File: src/rtl/pu_fram_arb_pkg.sv
// Shared types and the round-robin pick helper for pu_fram arbiters.
package pu_fram_arb_pkg;

  localparam int unsigned MAX_NREQ = 8;
  localparam int unsigned IDW      = (MAX_NREQ > 2) ? $clog2(MAX_NREQ) : 1;

  typedef struct packed {
    logic           valid;
    logic [IDW-1:0] id;
    logic           fwd;
  } resp_pipe_t;

  typedef struct packed {
    logic           found;
    logic [IDW-1:0] idx;
  } rr_pick_t;

  // First set bit of valid_mask at or above rr_ptr, wrapping modulo nreq.
  function automatic rr_pick_t rr_pick(input logic [MAX_NREQ-1:0] valid_mask,
                                       input logic [IDW-1:0]      rr_ptr,
                                       input int unsigned         nreq);
    rr_pick_t       res;
    logic [IDW-1:0] j;
    res = '0;
    for (int unsigned k = 0; k < MAX_NREQ; k++) begin
      j = IDW'((32'(rr_ptr) + k) % nreq);
      if (k < nreq && !res.found && valid_mask[j]) begin
        res.found = 1'b1;
        res.idx   = j;
      end
    end
    return res;
  endfunction

endpackage

File: src/rtl/pu_fram_arbiter_if.sv
// Requester-side bus of the pu_fram arbiter: flattened request fields and read responses.
interface pu_fram_arbiter_if #(
  parameter int unsigned NREQ       = 2,
  parameter int unsigned ADDR_WIDTH = 4,
  parameter int unsigned DATA_WIDTH = 32,
  parameter int unsigned ATTR_WIDTH = 4
);
  logic [NREQ-1:0]            req_valid;
  logic [NREQ-1:0]            req_ready;
  logic [NREQ-1:0]            req_wr;
  logic [NREQ*ADDR_WIDTH-1:0] req_addr;
  logic [NREQ*DATA_WIDTH-1:0] req_data;
  logic [NREQ*ATTR_WIDTH-1:0] req_attr;
  logic [NREQ-1:0]            resp_valid;
  logic [DATA_WIDTH-1:0]      resp_data;
  logic [ATTR_WIDTH-1:0]      resp_attr;

  modport master (
    output req_valid, req_wr, req_addr, req_data, req_attr,
    input  req_ready, resp_valid, resp_data, resp_attr
  );

  modport slave (
    input  req_valid, req_wr, req_addr, req_data, req_attr,
    output req_ready, resp_valid, resp_data, resp_attr
  );
endinterface

File: src/rtl/pu_fram_arbiter_rr_select.sv
// Pure round-robin priority picker: request mask + pointer -> one-hot grant and index.
module pu_fram_arbiter_rr_select
  import pu_fram_arb_pkg::*;
#(
  parameter int unsigned NREQ = 2
) (
  input  logic [NREQ-1:0] mask_i,
  input  logic [IDW-1:0]  ptr_i,
  output logic [NREQ-1:0] grant_o,
  output logic [IDW-1:0]  idx_o,
  output logic            found_o
);
  rr_pick_t pick;

  always_comb begin
    pick    = rr_pick(MAX_NREQ'(mask_i), ptr_i, NREQ);
    found_o = pick.found;
    idx_o   = pick.idx;
    grant_o = pick.found ? (NREQ'(1) << pick.idx) : '0;
  end
endmodule

File: src/rtl/pu_fram_arbiter.sv
// Round-robin arbiter sharing one pu_fram bank; stalls reads that hit the pending write.
// Define PU_FRAM_ARB_FORWARD_EN to forward the pending write data instead of stalling.
module pu_fram_arbiter
  import pu_fram_arb_pkg::*;
#(
  parameter int unsigned NREQ       = 2,
  parameter int unsigned RAM_SIZE   = 16,
  parameter int unsigned DATA_WIDTH = 32,
  parameter int unsigned ATTR_WIDTH = 4,
  parameter int unsigned ADDR_WIDTH = $clog2(RAM_SIZE)
) (
  input  logic                  clk,
  input  logic                  rst,
  pu_fram_arbiter_if.slave      req_bus,
  output logic [ADDR_WIDTH-1:0] signal_addr,
  output logic                  signal_wr,
  output logic                  signal_oe,
  output logic [DATA_WIDTH-1:0] data_in,
  output logic [ATTR_WIDTH-1:0] attr_in,
  input  logic [DATA_WIDTH-1:0] data_out,
  input  logic [ATTR_WIDTH-1:0] attr_out
);
  if (NREQ < 2 || NREQ > MAX_NREQ || ADDR_WIDTH != $clog2(RAM_SIZE)) begin : g_bad_cfg
    $error("pu_fram_arbiter: unsupported parameter combination");
  end

  logic [IDW-1:0]        rr_ptr_q, rr_ptr_d;
  logic [NREQ-1:0]       hazard, elig, grant;
  logic [IDW-1:0]        win_idx;
  logic                  win_found, win_hit;
  logic [ADDR_WIDTH-1:0] addr_q, addr_d;
  logic [DATA_WIDTH-1:0] data_q, data_d;
  logic [ATTR_WIDTH-1:0] attr_q, attr_d;
  logic                  wr_q, wr_d, oe_q, oe_d, sel_wr;
  resp_pipe_t            pipe0_q, pipe0_d, pipe1_q;

  // wr_q/addr_q double as the record of the write currently being issued to the bank.
  always_comb begin
    for (int i = 0; i < NREQ; i++) begin
      hazard[i] = req_bus.req_valid[i] & ~req_bus.req_wr[i] & wr_q &
                  (req_bus.req_addr[i*ADDR_WIDTH +: ADDR_WIDTH] == addr_q);
    end
`ifdef PU_FRAM_ARB_FORWARD_EN
    elig = req_bus.req_valid;
`else
    elig = req_bus.req_valid & ~hazard;
`endif
  end

  pu_fram_arbiter_rr_select #(
    .NREQ(NREQ)
  ) u_rr_select (
    .mask_i (elig),
    .ptr_i  (rr_ptr_q),
    .grant_o(grant),
    .idx_o  (win_idx),
    .found_o(win_found)
  );

  assign req_bus.req_ready = grant;
  assign win_hit           = |(grant & hazard);

  always_comb begin
    addr_d   = addr_q;
    data_d   = data_q;
    attr_d   = attr_q;
    sel_wr   = 1'b0;
    wr_d     = 1'b0;
    oe_d     = 1'b0;
    rr_ptr_d = rr_ptr_q;
    pipe0_d  = '0;
    for (int i = 0; i < NREQ; i++) begin
      if (grant[i]) begin
        addr_d = req_bus.req_addr[i*ADDR_WIDTH +: ADDR_WIDTH];
        data_d = req_bus.req_data[i*DATA_WIDTH +: DATA_WIDTH];
        attr_d = req_bus.req_attr[i*ATTR_WIDTH +: ATTR_WIDTH];
        sel_wr = req_bus.req_wr[i];
      end
    end
    if (win_found) begin
      wr_d          = sel_wr;
      oe_d          = ~sel_wr;
      rr_ptr_d      = (win_idx == IDW'(NREQ - 1)) ? '0 : win_idx + 1'b1;
      pipe0_d.valid = ~sel_wr;
      pipe0_d.id    = win_idx;
      pipe0_d.fwd   = ~sel_wr & win_hit;
    end
  end

  always_ff @(posedge clk or posedge rst) begin
    if (rst) begin
      rr_ptr_q <= '0;
      addr_q   <= '0;
      data_q   <= '0;
      attr_q   <= '0;
      wr_q     <= 1'b0;
      oe_q     <= 1'b0;
      pipe0_q  <= '0;
      pipe1_q  <= '0;
    end else begin
      rr_ptr_q <= rr_ptr_d;
      addr_q   <= addr_d;
      data_q   <= data_d;
      attr_q   <= attr_d;
      wr_q     <= wr_d;
      oe_q     <= oe_d;
      pipe0_q  <= pipe0_d;
      pipe1_q  <= pipe0_q;
    end
  end

  assign signal_addr = addr_q;
  assign signal_wr   = wr_q;
  assign signal_oe   = oe_q;
  assign data_in     = data_q;
  assign attr_in     = attr_q;

`ifdef PU_FRAM_ARB_FORWARD_EN
  logic [DATA_WIDTH-1:0] fwd_data_q;
  logic [ATTR_WIDTH-1:0] fwd_attr_q;

  // No other hit can be granted before this read's response slot, so one register suffices.
  always_ff @(posedge clk or posedge rst) begin
    if (rst) begin
      fwd_data_q <= '0;
      fwd_attr_q <= '0;
    end else if (pipe0_d.fwd) begin
      fwd_data_q <= data_q;
      fwd_attr_q <= attr_q;
    end
  end
`else
  logic unused_fwd;
  assign unused_fwd = pipe1_q.fwd;
`endif

  always_comb begin
    req_bus.resp_valid = '0;
    req_bus.resp_data  = '0;
    req_bus.resp_attr  = '0;
    if (pipe1_q.valid) begin
      req_bus.resp_valid = NREQ'(1) << pipe1_q.id;
      req_bus.resp_data  = data_out;
      req_bus.resp_attr  = attr_out;
`ifdef PU_FRAM_ARB_FORWARD_EN
      if (pipe1_q.fwd) begin
        req_bus.resp_data = fwd_data_q;
        req_bus.resp_attr = fwd_attr_q;
      end
`endif
    end
  end
endmodule

File: src/flat_wrapper.sv
// flat-port wrapper written by rule: the top's interface ports become plain ports
module pu_fram_arbiter_flat import pu_fram_arb_pkg::*;
#(
  parameter int unsigned NREQ       = 2,
  parameter int unsigned RAM_SIZE   = 16,
  parameter int unsigned DATA_WIDTH = 32,
  parameter int unsigned ATTR_WIDTH = 4,
  parameter int unsigned ADDR_WIDTH = $clog2(RAM_SIZE)
)
  (clk, rst, signal_addr, signal_wr, signal_oe, data_in, attr_in, data_out, attr_out, req_bus_req_valid, req_bus_req_wr, req_bus_req_addr, req_bus_req_data, req_bus_req_attr, req_bus_req_ready, req_bus_resp_valid, req_bus_resp_data, req_bus_resp_attr);
  pu_fram_arbiter_if #(.NREQ(NREQ), .ADDR_WIDTH(ADDR_WIDTH), .DATA_WIDTH(DATA_WIDTH), .ATTR_WIDTH(ATTR_WIDTH)) req_bus_i ();
  input  logic clk;
  input  logic rst;
  output logic [ADDR_WIDTH-1:0] signal_addr;
  output logic signal_wr;
  output logic signal_oe;
  output logic [DATA_WIDTH-1:0] data_in;
  output logic [ATTR_WIDTH-1:0] attr_in;
  input  logic [DATA_WIDTH-1:0] data_out;
  input  logic [ATTR_WIDTH-1:0] attr_out;
  input wire logic [$bits(req_bus_i.req_valid)-1:0] req_bus_req_valid;
  input wire logic [$bits(req_bus_i.req_wr)-1:0] req_bus_req_wr;
  input wire logic [$bits(req_bus_i.req_addr)-1:0] req_bus_req_addr;
  input wire logic [$bits(req_bus_i.req_data)-1:0] req_bus_req_data;
  input wire logic [$bits(req_bus_i.req_attr)-1:0] req_bus_req_attr;
  output wire logic [$bits(req_bus_i.req_ready)-1:0] req_bus_req_ready;
  output wire logic [$bits(req_bus_i.resp_valid)-1:0] req_bus_resp_valid;
  output wire logic [$bits(req_bus_i.resp_data)-1:0] req_bus_resp_data;
  output wire logic [$bits(req_bus_i.resp_attr)-1:0] req_bus_resp_attr;
  assign req_bus_i.req_valid = req_bus_req_valid;
  assign req_bus_i.req_wr = req_bus_req_wr;
  assign req_bus_i.req_addr = req_bus_req_addr;
  assign req_bus_i.req_data = req_bus_req_data;
  assign req_bus_i.req_attr = req_bus_req_attr;
  assign req_bus_req_ready = req_bus_i.req_ready;
  assign req_bus_resp_valid = req_bus_i.resp_valid;
  assign req_bus_resp_data = req_bus_i.resp_data;
  assign req_bus_resp_attr = req_bus_i.resp_attr;
  pu_fram_arbiter #(.NREQ(NREQ), .RAM_SIZE(RAM_SIZE), .DATA_WIDTH(DATA_WIDTH), .ATTR_WIDTH(ATTR_WIDTH), .ADDR_WIDTH(ADDR_WIDTH)) u_core (.clk(clk), .rst(rst), .req_bus(req_bus_i), .signal_addr(signal_addr), .signal_wr(signal_wr), .signal_oe(signal_oe), .data_in(data_in), .attr_in(attr_in), .data_out(data_out), .attr_out(attr_out));
endmodule
File: config.mk
export PLATFORM = sky130hd
export DESIGN_NAME = pu_fram_arbiter_flat
export DESIGN_NICKNAME = d
export VERILOG_FILES = /design/src/rtl/pu_fram_arb_pkg.sv /design/src/rtl/pu_fram_arbiter_if.sv /design/src/rtl/pu_fram_arbiter_rr_select.sv /design/src/rtl/pu_fram_arbiter.sv /design/src/flat_wrapper.sv
export SDC_FILE = /design/constraint.sdc
export NUM_CORES = 1
export LEC_CHECK = 0
export CELL_PAD_IN_SITES_DETAIL_PLACEMENT = 0
export CELL_PAD_IN_SITES_GLOBAL_PLACEMENT = 1
export CORE_ASPECT_RATIO = 0.9
export CORE_MARGIN = 2
export CORE_UTILIZATION = 24
export CTS_BUF_LIST = sky130_fd_sc_hd__clkbuf_4
export DETAILED_ROUTE_END_ITERATION = 12
export PLACE_DENSITY = 0.9
export RECOVER_POWER = 50
export SYNTH_ARGS = -nofsm -noshare
export SYNTH_HDL_FRONTEND = slang
export SYNTH_SLANG_ARGS = --single-unit
File: constraint.sdc
create_clock -name clk -period 2.02 [get_ports clk]
set_input_delay 0.404 -clock clk [delete_from_list [all_inputs] [get_ports clk]]
set_output_delay 0.404 -clock clk [all_outputs]
set_load 0.02 [all_outputs]
# [After elaboration in Yosys (flattened, before gate mapping)]
# Cells that the tools add are included.
[totals] ff_bits=51 word_cells=58 output_inout_bits=82
[op_classes] bitwise_logic=13 n_reduce_logical=4 shifts=2 n_addsub=2 n_lt_le_gt_ge=2 n_eq_ne=3 n_mux=22
[op_table] operator="2-to-1 mux 32 bit" n=3
[op_table] operator="2-to-1 mux 4 bit" n=7
[op_table] operator="2-to-1 mux 1 bit" n=9
[op_table] operator="equality test 4 bit" n=2
[op_table] operator="less-than comparator 1 x 4 -> 1 bit (second input constant)" n=2
[op_table] operator="bitwise AND 1 bit" n=7
[op_table] operator="<< shifter 1 x 3 -> 2 bit (first input constant)" n=2
[op_table] operator="2-to-1 mux 5 bit" n=1
[op_table] operator="bitwise AND 2 bit" n=2
[op_table] operator="2-to-1 mux 2 bit" n=2
[op_table] operator="equality test 3 x 1 -> 1 bit (second input constant)" n=1
[op_table] operator="inverter 1 bit" n=3
[op_table] operator="adder 1 bit (second input constant)" n=2
[op_table] operator="inverter 2 bit" n=1
[op_table] operator="nonzero test 2 bit" n=1
[op_table] operator="OR reduction 2 bit" n=1
[op_table] operator="logical AND 1 bit" n=1
[op_table] operator="logical NOT 1 bit" n=1

# [Depth between registers and ports, before layout]
[logic_depth] ltp_word=19 ltp_mapped=7 mapped_depth_nobuf=6

# [Modules after synthesis]
# Synthesis repeated with hierarchy kept, for this count alone.
[unflattened] hier_cells=271 hier_area_um2=2643.8
[by_module_without_submodules] module="pu_fram_arbiter" n_inst=1 cells_per_inst=263 area_each_um2=2592.5
[by_module_without_submodules] module="pu_fram_arbiter_rr_select" n_inst=1 cells_per_inst=8 area_each_um2=51.3

# [Least setup slack after synthesis]
# No wires, ideal clock.
[synth_path] kind="register to output" startpoint="reg u_core.addr_q[0] (netlist: u_core.signal_addr[0])" endpoint="out req_bus_req_ready[1]" required_time_ns=1.616 arrival_ns=1.508 path_slack_ns=0.108 path_buffers=1 path_stages_with_launch=7 path_cell_list="dfrtp_1 xor2_1 nor3_2 a41o_2 buf_2 nand2_1 inv_1"
[synth_via] elab_chain_cells=12 word_cells_on_any_way=16 classes_between="2 x eq/ne; 1 x shift; 7 x mux; 4 x bitwise; 2 x reduce/logical"
[synth_rtl] element="start, declared" line_no="pu_fram_arbiter.sv:31" source="logic [ADDR_WIDTH-1:0] addr_q, addr_d;"
[synth_rtl] element="start signal, assigned" line_no="pu_fram_arbiter.sv:102" source="addr_q <= addr_d;"
[synth_rtl] element="equality test 4 bit" line_no="pu_fram_arbiter.sv:41" source="(req_bus.req_addr[i*ADDR_WIDTH +: ADDR_WIDTH] == addr_q);"
[synth_rtl] element="bitwise AND 1 bit" line_no="pu_fram_arbiter.sv:40" source="hazard[i] = req_bus.req_valid[i] & ~req_bus.req_wr[i] & wr_q &"
[synth_rtl] element="inverter 2 bit *" line_no="pu_fram_arbiter.sv:46" source="elig = req_bus.req_valid & ~hazard;"
[synth_rtl] element="bitwise AND 2 bit *" line_no="pu_fram_arbiter.sv:46"
[synth_rtl] element="2-to-1 mux 1 bit (not written as such) (2 in series)" line_no="pu_fram_arb_pkg.sv:27" source="if (k < nreq && !res.found && valid_mask[j]) begin"
[synth_rtl] element="2-to-1 mux 4 bit" line_no="pu_fram_arb_pkg.sv:27"
[synth_rtl] element="logical NOT 1 bit" line_no="pu_fram_arb_pkg.sv:27"
[synth_rtl] element="logical AND 1 bit" line_no="pu_fram_arb_pkg.sv:27"
[synth_rtl] element="2-to-1 mux 4 bit *" line_no="pu_fram_arb_pkg.sv:27"
[synth_rtl] element="<< shifter 1 x 3 -> 2 bit" line_no="pu_fram_arbiter_rr_select.sv:19" source="grant_o = pick.found ? (NREQ'(1) << pick.idx) : '0;"
[synth_rtl] element="2-to-1 mux 2 bit *" line_no="pu_fram_arbiter_rr_select.sv:19"
[synth_rtl] element="end, declared" line_no="flat_wrapper.sv:26" source="output wire logic [$bits(req_bus_i.req_ready)-1:0] req_bus_req_ready;"
# Every way passes the cells marked *; elsewhere a longest branch is shown, timed or not. The select of a mux whose other input is x is not followed.

# [Worst setup path in the final report]
[layout_path] startpoint="in req_bus_req_addr[0]" endpoint="out req_bus_req_ready[1]"
[layout_via] elab_chain_cells=12 word_cells_on_any_way=14 classes_between="1 x eq/ne; 1 x shift; 7 x mux; 3 x bitwise; 2 x reduce/logical"
[layout_rtl] element="start, declared" line_no="flat_wrapper.sv:23" source="input wire logic [$bits(req_bus_i.req_addr)-1:0] req_bus_req_addr;"
[layout_rtl] element="equality test 4 bit *" line_no="pu_fram_arbiter.sv:41"
[layout_rtl] element="bitwise AND 1 bit *" line_no="pu_fram_arbiter.sv:40"
[layout_rtl] element="inverter 2 bit *" line_no="pu_fram_arbiter.sv:46"
[layout_rtl] element="bitwise AND 2 bit *" line_no="pu_fram_arbiter.sv:46"
[layout_rtl] element="2-to-1 mux 1 bit (not written as such) (2 in series)" line_no="pu_fram_arb_pkg.sv:27"
[layout_rtl] element="2-to-1 mux 4 bit" line_no="pu_fram_arb_pkg.sv:27"
[layout_rtl] element="logical NOT 1 bit" line_no="pu_fram_arb_pkg.sv:27"
[layout_rtl] element="logical AND 1 bit" line_no="pu_fram_arb_pkg.sv:27"
[layout_rtl] element="2-to-1 mux 4 bit *" line_no="pu_fram_arb_pkg.sv:27"
[layout_rtl] element="<< shifter 1 x 3 -> 2 bit" line_no="pu_fram_arbiter_rr_select.sv:19"
[layout_rtl] element="2-to-1 mux 2 bit *" line_no="pu_fram_arbiter_rr_select.sv:19"
# Marked as above.

==> run metrics <==
status=finished, violations left; failing checks=negative setup slack; CTS tree=yes; min-delay src=u_core.pipe0_q[1]; worst setup margin=-0.106 ns; hold buffers post-CTS=0; WS Path Type=input pin to output pin; Tcrit/Tclk final=1.05; clock sinks=46; first-pass GRT wire length=about 14 mm; P_sw=approximately 1000 uW; HPWL Detailed=between 6 and 7 mm; pin slew with the least headroom to its limit=0.776 ns; core area=roughly 10,000 um2; post-synth cell types=25; CTS Root Buffer Type=clkbuf_4; post-synth top area share=0.458; Largest stage delay, worst path=roughly 0.44 ns; post-synth top area cell=dfrtp_1; final cell count without fillers=556; r2r startpoint=u_core.signal_addr[1]; type of the worst min-delay path=register to register; Rel. slew slack=0.482; Fill cells=about 1,000; Die Span X=about 110 um; Post-synth top flop=dfrtp_1; synth-to-layout area growth=91.2%; FF-to-FF End=u_core.signal_addr[3]; final core utilization=0.471; Clock Latency Late Sink=0.36 ns; antenna-violating nets left=0; Clock Tree Buf Depth=2; CP endpoint kind=output pin; overall routing resource usage=0.152; vias in the first global route=~2,600; met2 Use GR=0.276; met1 Use GR=0.186; Syn Nets=335; # H-tree levels=2; Yosys Warn Count=0; routability cong.=roughly 0.76; startpoint types=input pin; IO Count=about 200; r2r setup slk=-0.01 ns; Critical Path AT=~1.7 ns; Max Clock Skew=0.0108 ns; drt via density=~4.7; # placed instances=between 500 and 600; DRT iter0 DRCs=76; cell count after synthesis=approximately 210; # rows=35; Port Buffers=between 200 and 250; GR Overflow Total=0; CP cell instances=clkdlybuf4s50_1 > xor2_1 > nor3_2 > a41o_2 > nand2_2 > inv_2 > buf_6; worst-path maximum fanout=2; Logic pwr share=0.441; final hold slack=between 0.3 and 0.4 ns; Layout Nets=about 550; Clk pin slew, worst setup/hold paths=0.15 ns; pwr dens=about 600 nW/um2; Reg2Reg Depth=8; drt drc=0; Peak Freq=between 400 and 500 MHz; Worst Hold End=u_core.pipe1_q[1]; Pleak=1.98 nW; Synth Register Bits=46; Power Internal=1.86 mW; initial antenna violation count=0; gr busiest metal=met2; cell area after synthesis=roughly 2500 um2; Avg Cell Area, Syn=between 10 and 15 um2; GR Layer Usage met3=0.0361; top cells by area, synth=dfrtp_1 (46%), o221a_1 (18%), nand3b_1 (12%); Initial Util=0.246; Seq. cell area=~1200 um2; setup repair after global routing missed its margin=true; part of the power in the clock network=0.166; area of the die=around 11,000 um2; ys async rst share=1.00; die height=between 100 and 150 um; Post-synth EDFFs=0; largest net degree at the start of global routing=44; Setup-failing EPs final=7; CP Data Required Time=1.62 ns; Fin. Hold Viols=0; switching power share of the total=0.349; sequential fraction of the synthesis area=0.458; most common library cells after synthesis=dfrtp_1 (46), nand3b_1 (40), o221a_1 (40); layout cells sized above 1=0.110; Antenna Cells=0; WHS Path Cells=0; sequential share of power=0.393; Final Max Slew Viols=0; count leader, synth=dfrtp_1; Pre-antenna DRT Iters=4; via count=roughly 2,600; slowest CP cell=clkdlybuf4s50_1; Total Wirelength=~9.3 mm; minimum clock period=roughly 2.1 ns; CTS buffer count=5; Multi-input gate area=1270 um2; wire per inst=16.7 um; max cap viols=0; worst IR drop on VDD=approximately 0.00025 V
[worst max-delay path by stage]
stage / startpoint / endpoint / depth (start not counted)
after floorplan: u_core.signal_addr[0] / req_bus_req_ready[1] / 6
after global placement: req_bus_req_addr[4] / req_bus_req_ready[0] / 7
after detailed placement: req_bus_req_addr[0] / req_bus_req_ready[1] / 7
after CTS: u_core.signal_addr[1] / req_bus_req_ready[1] / 6
after global routing: u_core.signal_addr[2] / req_bus_req_ready[1] / 6
final: req_bus_req_addr[0] / req_bus_req_ready[1] / 7
[through the flow]
stage	TNS [ns]	total power, mW	cell area (um2)	setup slack, ns
2_1_floorplan	0	1.74	2510	0.108
5_1_grt	-3.29	3.02	4810	-0.199
3_5_place_dp	-27.98	2.44	4680	-0.671
3_3_place_gp	-27.01	2.42	4680	-0.650
4_1_cts	-1.04	2.91	4760	-0.131
6_report	-0.224	2.86	4810	-0.106
[cell families (layout without fill, tap and decap cells)]
family,after synthesis,after routing,share of synthesized area
AO/OA/AOI/OAI,47,51,0.205
buffers and inverters,27,237,0.0707
flip-flops,46,46,0.458
AND/OR/NAND/NOR,85,85,0.239
XOR/XNOR,8,8,0.0279
[registers in the layout (all words and copies together), names as in the netlist]
name,count
u_core.pipe1_q,2
u_core.data_in,32
u_core.rr_ptr_q,1
u_core.signal_wr,1
u_core.attr_in,4
u_core.signal_addr,4
u_core.signal_oe,1
u_core.pipe0_q,1
[timing repair]
item / CTS / global route
cloned: 1 / 3
pin swaps: 10 / 1
buffers inserted: 5 / 0
resized for setup: 61 / 8
endpoints found under the setup margin: 80 / 44
[cells in the final DEF (no fill, tap or decap), types with 2 or more instances in the layout]
cell type / Yosys / routed
o221a_1: 40 / 40
dlygate4sd2_1: 0 / 42
nand3b_1: 40 / 40
dfrtp_1: 46 / 46
buf_4: 4 / 15
clkbuf_4: 0 / 5
a21o_4: 1 / 5
xor2_1: 7 / 5
nor3_2: 2 / 2
and2_1: 37 / 37
inv_2: 0 / 2
dlygate4sd3_1: 0 / 17
buf_6: 8 / 5
clkinvlp_4: 0 / 2
xor2_2: 0 / 2
clkdlybuf4s50_1: 0 / 141
inv_1: 6 / 4
[critical path, delay by kind of cell]
| kind | cells | cell delay [ns] |
|---|---|---|
| compound gates | 1 | 0.25 |
| xor+xnor | 1 | 0.18 |
| buf+inv | 3 | 0.61 |
| simple gates | 2 | 0.26 |
[power by group through the flow]
stage / sequential (mW) / combinational (mW) / clock, mW
floorplan: 1.28 / 0.457 / 0
CTS: 1.13 / 1.28 / 0.505
detailed placement: 1.14 / 1.30 / 0
global route: 1.14 / 1.35 / 0.536
finish: 1.12 / 1.26 / 0.474
global placement: 1.14 / 1.28 / 0
[metal layers]
metal	up-vias	share of wire	wire length, um
li1	1228	-	-
met1	1272	0.42	3950
met2	118	0.50	4670
met3	8	0.067	623
met4	0	0.0061	57
met5	-	0	0
[layout make-up]
class,count,area share
multi-input cells,144,0.264
clock inverters,3,0.00495
well taps,129,0.0336
inverters,6,0.00469
flip-flops and latches,46,0.239
clock buffers,5,0.00781
repair buffers,223,0.445
No activity file was read; power rests on OpenSTA's default activity.
